==> config.mk <==
export PLATFORM = sky130hd
export DESIGN_NAME = simon_datapath
export DESIGN_NICKNAME = d
export VERILOG_FILES = /design/src/rtl/simon_datapath.sv
export SDC_FILE = /design/constraint.sdc
export NUM_CORES = 1
export LEC_CHECK = 0
export CORE_MARGIN = 2
export CORE_UTILIZATION = 65
export DETAILED_ROUTE_END_ITERATION = 7
export GPL_TIMING_DRIVEN = 0
export PLACE_DENSITY = 0.9
export SYNTH_ARGS = -nofsm -noshare
export SYNTH_HDL_FRONTEND = slang
export SYNTH_SLANG_ARGS = --single-unit
==> constraint.sdc <==
create_clock -name clk -period 7.2 [get_ports clk]
set_clock_uncertainty 0.15 [all_clocks]
set_input_delay 1.8 -clock clk [delete_from_list [all_inputs] [get_ports clk]]
set_output_delay 1.8 -clock clk [all_outputs]
set_load 0.01 [all_outputs]
==> src/rtl/simon_datapath.sv <==
// Simon game datapath: pattern memory, stored-length and replay counters,
// and player-input validation against the difficulty latched at reset.
module simon_datapath #(
    parameter int PATTERN_W = 4,
    parameter int DEPTH     = 64,
    parameter int ADDR_W    = 6
) (
    input  logic                 clk,
    input  logic                 rst,
    input  logic                 level,
    input  logic [PATTERN_W-1:0] pattern,
    input  logic                 scld,
    input  logic                 srld,
    input  logic                 rcld,
    input  logic                 rcclr,
    input  logic                 led_sel,
    output logic                 is_legal,
    output logic                 correct_pattern,
    output logic                 is_last_element,
    output logic [PATTERN_W-1:0] pattern_leds,
    output logic [ADDR_W:0]      seq_len
);

    localparam logic [ADDR_W:0]   COUNT_MAX  = (ADDR_W+1)'(DEPTH);
    localparam logic [ADDR_W-1:0] REPLAY_MAX = ADDR_W'(DEPTH-1);

    logic [PATTERN_W-1:0] mem_q [DEPTH];
    logic [ADDR_W:0]      count_q, count_d;
    logic [ADDR_W-1:0]    replay_q, replay_d;
    logic                 level_q;
    logic                 mem_we;
    logic                 rd_valid;
    logic [PATTERN_W-1:0] rd_data;

    always_comb begin
        count_d  = count_q;
        replay_d = replay_q;
        if (scld && (count_q != COUNT_MAX)) begin
            count_d = count_q + 1'b1;
        end
        if (rcclr) begin
            replay_d = '0;
        end else if (rcld && (replay_q != REPLAY_MAX)) begin
            replay_d = replay_q + 1'b1;
        end
    end

    always_ff @(posedge clk) begin
        if (rst) begin
            count_q  <= '0;
            replay_q <= '0;
            level_q  <= level;
        end else begin
            count_q  <= count_d;
            replay_q <= replay_d;
        end
    end

    // Write uses the pre-edge count, so srld+scld together append one element.
    assign mem_we = !rst && srld && (count_q < COUNT_MAX);

    always_ff @(posedge clk) begin
        if (mem_we) begin
            mem_q[count_q[ADDR_W-1:0]] <= pattern;
        end
    end

    assign rd_valid = ({1'b0, replay_q} < count_q);
    assign rd_data  = rd_valid ? mem_q[replay_q] : '0;

    assign is_legal        = level_q | $onehot(pattern);
    assign correct_pattern = rd_valid && (pattern == rd_data);
    assign is_last_element = (count_q != '0) && ({1'b0, replay_q} == (count_q - 1'b1));
    assign pattern_leds    = led_sel ? pattern : rd_data;
    assign seq_len         = count_q;

endmodule

=== Word-level counts from Yosys, hierarchy flattened ===
Memory sizes are Yosys's and may differ from the RTL's. A register that Yosys moved wholly into a read port is not among the register bits.
Index checks and enable logic that the tools add are counted.

* $add $sub $neg: 6
* $lt $le $gt $ge: 2
* Eq/ne operators: 5
* Muxes and demuxes: 6
* Bitwise operators: 1
* Reduce and logical (&&, ||, !) cells: 9

{| class="wikitable"
|+ Operators with widths
! cell !! count
|-
| $mux W6 || 2
|-
| $mux W4 || 2
|-
| $add A7 B1 Y7 const B || 1
|-
| $eq A6 B7 Y1 || 1
|-
| $lt A6 B7 Y1 || 1
|-
| $lt A7 B7 Y1 const B || 1
|-
| $ne A7 B7 Y1 const B || 1
|-
| $reduce_bool A7 Y1 || 1
|-
| $sub A7 B1 Y7 const B || 1
|-
| $add A6 B1 Y6 const B || 1
|-
| $logic_and A1 B1 Y1 || 6
|-
| $ne A6 B6 Y1 const B || 1
|-
| $add A1 B1 Y2 || 2
|-
| $eq A4 B4 Y1 || 1
|-
| $add A2 B2 Y3 || 1
|-
| $eq A3 B1 Y1 const B || 1
|-
| $mux W1 || 2
|-
| $reduce_or A2 Y1 || 1
|-
| $logic_not A1 Y1 || 1
|-
| $or A1 B1 Y1 || 1
|}

* Bits in registers: 14
* RAM bits: 256
* Word-level logic and storage cells: 33
* Memories kept: 1

{| class="wikitable"
|+ Memory list
! name !! depth !! bits a word !! rd ports !! clocked after memory_dff !! write ports !! RTL line !! source
|-
| mem_q || 64 || 4 || 1 || 1 || 1 || 27 || <nowiki>logic [PATTERN_W-1:0] mem_q [DEPTH];</nowiki>
|}

=== Logic depth before layout (Yosys ltp) ===
* Depth in word-level cells: 5
* Gate-level depth with buffers: 11
* Depth with buffers taken out: 9

=== Worst setup path after synthesis ===
Ideal clock, no wire load.

* Path kind: input -> output
* Start: input port pattern[0]
* End: output port is_legal
* Arrival: 3.081 ns
* Setup slack: 2.169 ns
* Stages: 7
* Buffers on the path: 0
* Cells stage by stage: inv_1 > fa_1 > inv_1 > ha_1 > ha_1 > nor2_1 > a21o_1

* Cells in the longest elaborated chain, start to end: 4

{| class="wikitable"
|+ RTL lines
! element !! RTL line !! source
|-
| start, declared || 11 || <nowiki>input logic [PATTERN_W-1:0] pattern,</nowiki>
|-
| $add A1 B1 Y2 (implied by the code) || 71 || <nowiki>assign is_legal = level_q | $onehot(pattern);</nowiki>
|-
| $add A2 B2 Y3 (implied by the code) || 71 ||
|-
| $eq A3 B1 Y1 || 71 ||
|-
| $or A1 B1 Y1 || 71 ||
|-
| end, declared || 17 || <nowiki>output logic is_legal,</nowiki>
|}

Every way passes these cells.

=== Worst setup path after layout ===
* Start: input port pattern[3]
* End: output port is_legal

The elaborated chain is that of the path after synthesis.

==> summary.txt <==
Synthesis
  • #FFs+latches synth: roughly 280
  • Syn. warnings: 0
  • Register area share after synthesis: between 60% and 70%
  • Top_reg_cell synth: edfxtp_1
  • Synth unique cells: 64
  • Synthesized-area fraction occupied by adder cells: around 1.4%
  • Syn_nets: between 700 and 800
  • Syn Inst Count: approximately 700
  • Synth Cell Area: 11700 µm²
  • FFs w/ async S/R, synth: 0%
  • Synth Area in Compound Gates: between 4 and 5%
  • Largest family of logic cells by synthesized area: multiplexers
  • Synthesized area per cell: 17.1 µm²
  • Post-synth EDFFs: 257
  • Post-synthesis xor/xnor area fraction: under 10%
  • Mux contribution to synthesized area: 13.8%
  • Simple logic cell fraction of the synthesized area: 7.15%

Final layout
  • Commonest non-fill, non-tap cell in the layout: edfxtp_1
  • Leading cell types in the layout, fill and taps excluded: edfxtp_1 (257), nor2_1 (93), mux4_2 (37)
  • Final #Nets: 764
  • Diode count: 0
  • Final core utilization: 74.1%
  • P&R area growth vs syn: 12.9%
  • Layout cells sized above 1: between 10% and 20%
  • Fillers: 991

STA
  • Fmax: 154 MHz
  • Hold Slack: 0.457 ns
  • Final setup viols: 0
  • RSZ-0062 raised after global routing: false
  • Fin crit period: around 6.5 ns
  • Worst Max-Slew Pin Slew: 0.792 ns
  • Final Hold Fails: 0
  • Rel. slew slack: 47.1%
  • Slew Viols, Final: 0
  • Period utilization: 90.1%

Power and ir drop
  • Power Total: 0.00336 W
  • Sequential power share: 52.4%
  • Sw power: 0.000675 W
  • IR drop worst, VDD: 0.220 mV
  • P_int: approximately 0.0027 W
  • Logic pwr share: 4.7%
  • Total power divided by cell area: 255 nW/µm²
  • Pleak: 4.17 nW
  • Clock power frac: approximately 43%
  • Sw frac: about a fifth

Place
  • Gp weighted congestion: 0.965
  • PortBufs: 25
  • HPWL Detailed: roughly 18000 µm

Critical path
  • Worst R2R End: mem_q[39][1]$_DFFE_PP_
  • Critical path arrival: between 4 and 5 ns
  • Critical path, cell by cell: buf_2 > buf_12 > inv_1 > fa_1 > inv_1 > ha_1 > ha_1 > nor2_1 > a21o_1 > clkdlybuf4s50_1
  • Max incr delay on CP: 0.56 ns
  • Endpoint class of the critical path: output port
  • Reg-to-reg startpoint: seq_len[0]$_SDFFE_PP0P_
  • CP Class: in2out
  • Reg2Reg Depth: 4
  • Startpoint types: input pin
  • Data required, critical path: 5.25 ns
  • Setup slack, reg-to-reg: 4.24 ns
  • Crit path max fanout: 41
  • CP max stage cell: fa_1

Clock tree
  • Hold_buf cts: 0
  • Post-CTS setup buffer count: 0
  • # resized after CTS: 0
  • TritonCTS clock tree: built
  • Clock transition at the registers of the reported paths: 0.06 ns
  • Clk sinks: 276
  • Root Buffer: clkbuf_16
  • H-tree levels: 1
  • TritonCTS buffer count: 26
  • Clk_lat worst skew: 0.53 ns
  • Bufs on Longest Clock Path: 3

Global route
  • Largest net degree at the start of global routing: 59
  • GRT Resource Usage Total: roughly 30%
  • Grt ovf: 0
  • Vias in the first global route: 6853
  • First-pass GRT wire length: around 42000 µm
  • Initial antenna violation count: 0

Route
  • DRT Pass-1 Iters: 8
  • Routed wire length: 28000 µm
  • Routed vias: 6815
  • Post-route ant nets: 0
  • 1st-iter DRT viols: 940
  • DR WL/cell: roughly 28 µm
  • Vias per inst: 6.89
  • Drt drc: 0

Die
  • I/O pins: 26
  • Initial Utilization: 65.7%
  • Core Rows: 49
  • Die H: 138 µm
  • DIE AREA: 19100 µm²
  • Die X: 138 µm
  • Core area: 17800 µm²

Worst hold path
  • Worst Hold Launch: replay_q[0]$_SDFFE_PP0P_
  • Min-Delay Path Class: reg2reg
  • Hold depth: 2
  • Min-Delay Endpoint: replay_q[0]$_SDFFE_PP0P_

Flow run
  • Maxcap violations: 0

Status
  • Outcome: completed
[cell families (layout without fill, tap and decap cells)]
family                   count (synthesis)  after routing
AO/OA/AOI/OAI                           60             60
XOR/XNOR                                21             21
adder cells (fa/ha/maj)                 12             12
buffers and inverters                   47            124
flip-flops                             276            276
multiplexers                            88             88
AND/OR/NAND/NOR                        179            179
[registers in the layout (all words and copies together) (netlist names), named ones only]
name      flops
level_q       1
replay_q      6
seq_len       7
mem_q       256
[worst max-delay path: cells and delay by family]
kind                       cells  cell delay, ns
buffers and inverters          5            1.48
adders and majority gates      3            1.00
AOI/OAI and AO/OA              1            0.13
and+or+nand+nor                1            0.11
[routing by layer]
metal  routed length (µm)  GRT usage (%)
met5                    0              0
met4                 1300           13.1
met3                 3430           6.51
met2                13200           46.3
met1                10000           40.6
[power by group through the flow]
stage / Sequential (W) / Clock [W] / Combinational (W)
global route: 0.00176 / 0.00149 / 0.000167
finish: 0.00176 / 0.00144 / 0.000158
floorplan: 0.00179 / 0 / 0.0000830
CTS: 0.00176 / 0.00144 / 0.000155
global placement: 0.00180 / 0 / 0.000144
detailed placement: 0.00179 / 0 / 0.000153
[worst max-delay path by stage]
stage | endpoint | slack [ns] | start | depth (start not counted)
global route | is_legal | 0.59 | pattern[3] | 10
finish | is_legal | 0.71 | pattern[3] | 10
global placement | is_legal | -0.79 | pattern[0] | 9
CTS | is_legal | 0.73 | pattern[3] | 10
floorplan | is_legal | 2.17 | pattern[0] | 7
detailed placement | is_legal | 0.84 | pattern[3] | 10
[synthesized netlist by cell type, types with 4 or more instances]
library cell	count	share of area, %
inv_1	13	0.42
mux2i_1	29	2.5
a22oi_1	6	0.39
xnor2_1	15	1.1
o21ai_0	5	0.21
nand2_1	24	0.77
nor3b_1	6	0.39
mux2_2	5	0.48
ha_1	11	1.2
nor2b_1	6	0.32
a21oi_1	7	0.30
nor4_1	5	0.27
and3_1	4	0.21
dfxtp_1	19	3.3
clkbuf_1	5	0.16
a211oi_1	5	0.32
mux4_2	37	7.1
xor2_1	6	0.45
edfxtp_1	257	66
nand3_1	14	0.60
nand4_1	4	0.21
mux4_1	16	3.6
buf_6	7	0.68
nor3_1	5	0.21
nor2_1	93	3.0
a22o_1	5	0.37
a31oi_1	4	0.21
buf_2	13	0.56
a221oi_1	6	0.45
[area by class of cell]
type                    instances  area (µm²)  share of cell area (%)
inverters                      13        48.8                   0.370
clock inverters                19         225                    1.71
clock buffers                  29         683                    5.18
well taps                     229         287                    2.17
multi-input cells             360        3260                    24.7
plain buffers                  34         272                    2.06
repair buffers                 29         310                    2.35
flip-flops and latches        276        8100                    61.4
[through the flow]
step,setup TNS [ns],setup slack [ns],instance area [µm²],cells
floorplan,0,2.17,11700,683
global placement,-0.856,-0.786,12200,937
detailed placement,0,0.839,12300,941
CTS,0,0.734,13200,989
global route,0,0.588,13200,989
finish,0,0.711,13200,989
(Power assumes the default switching activity.)
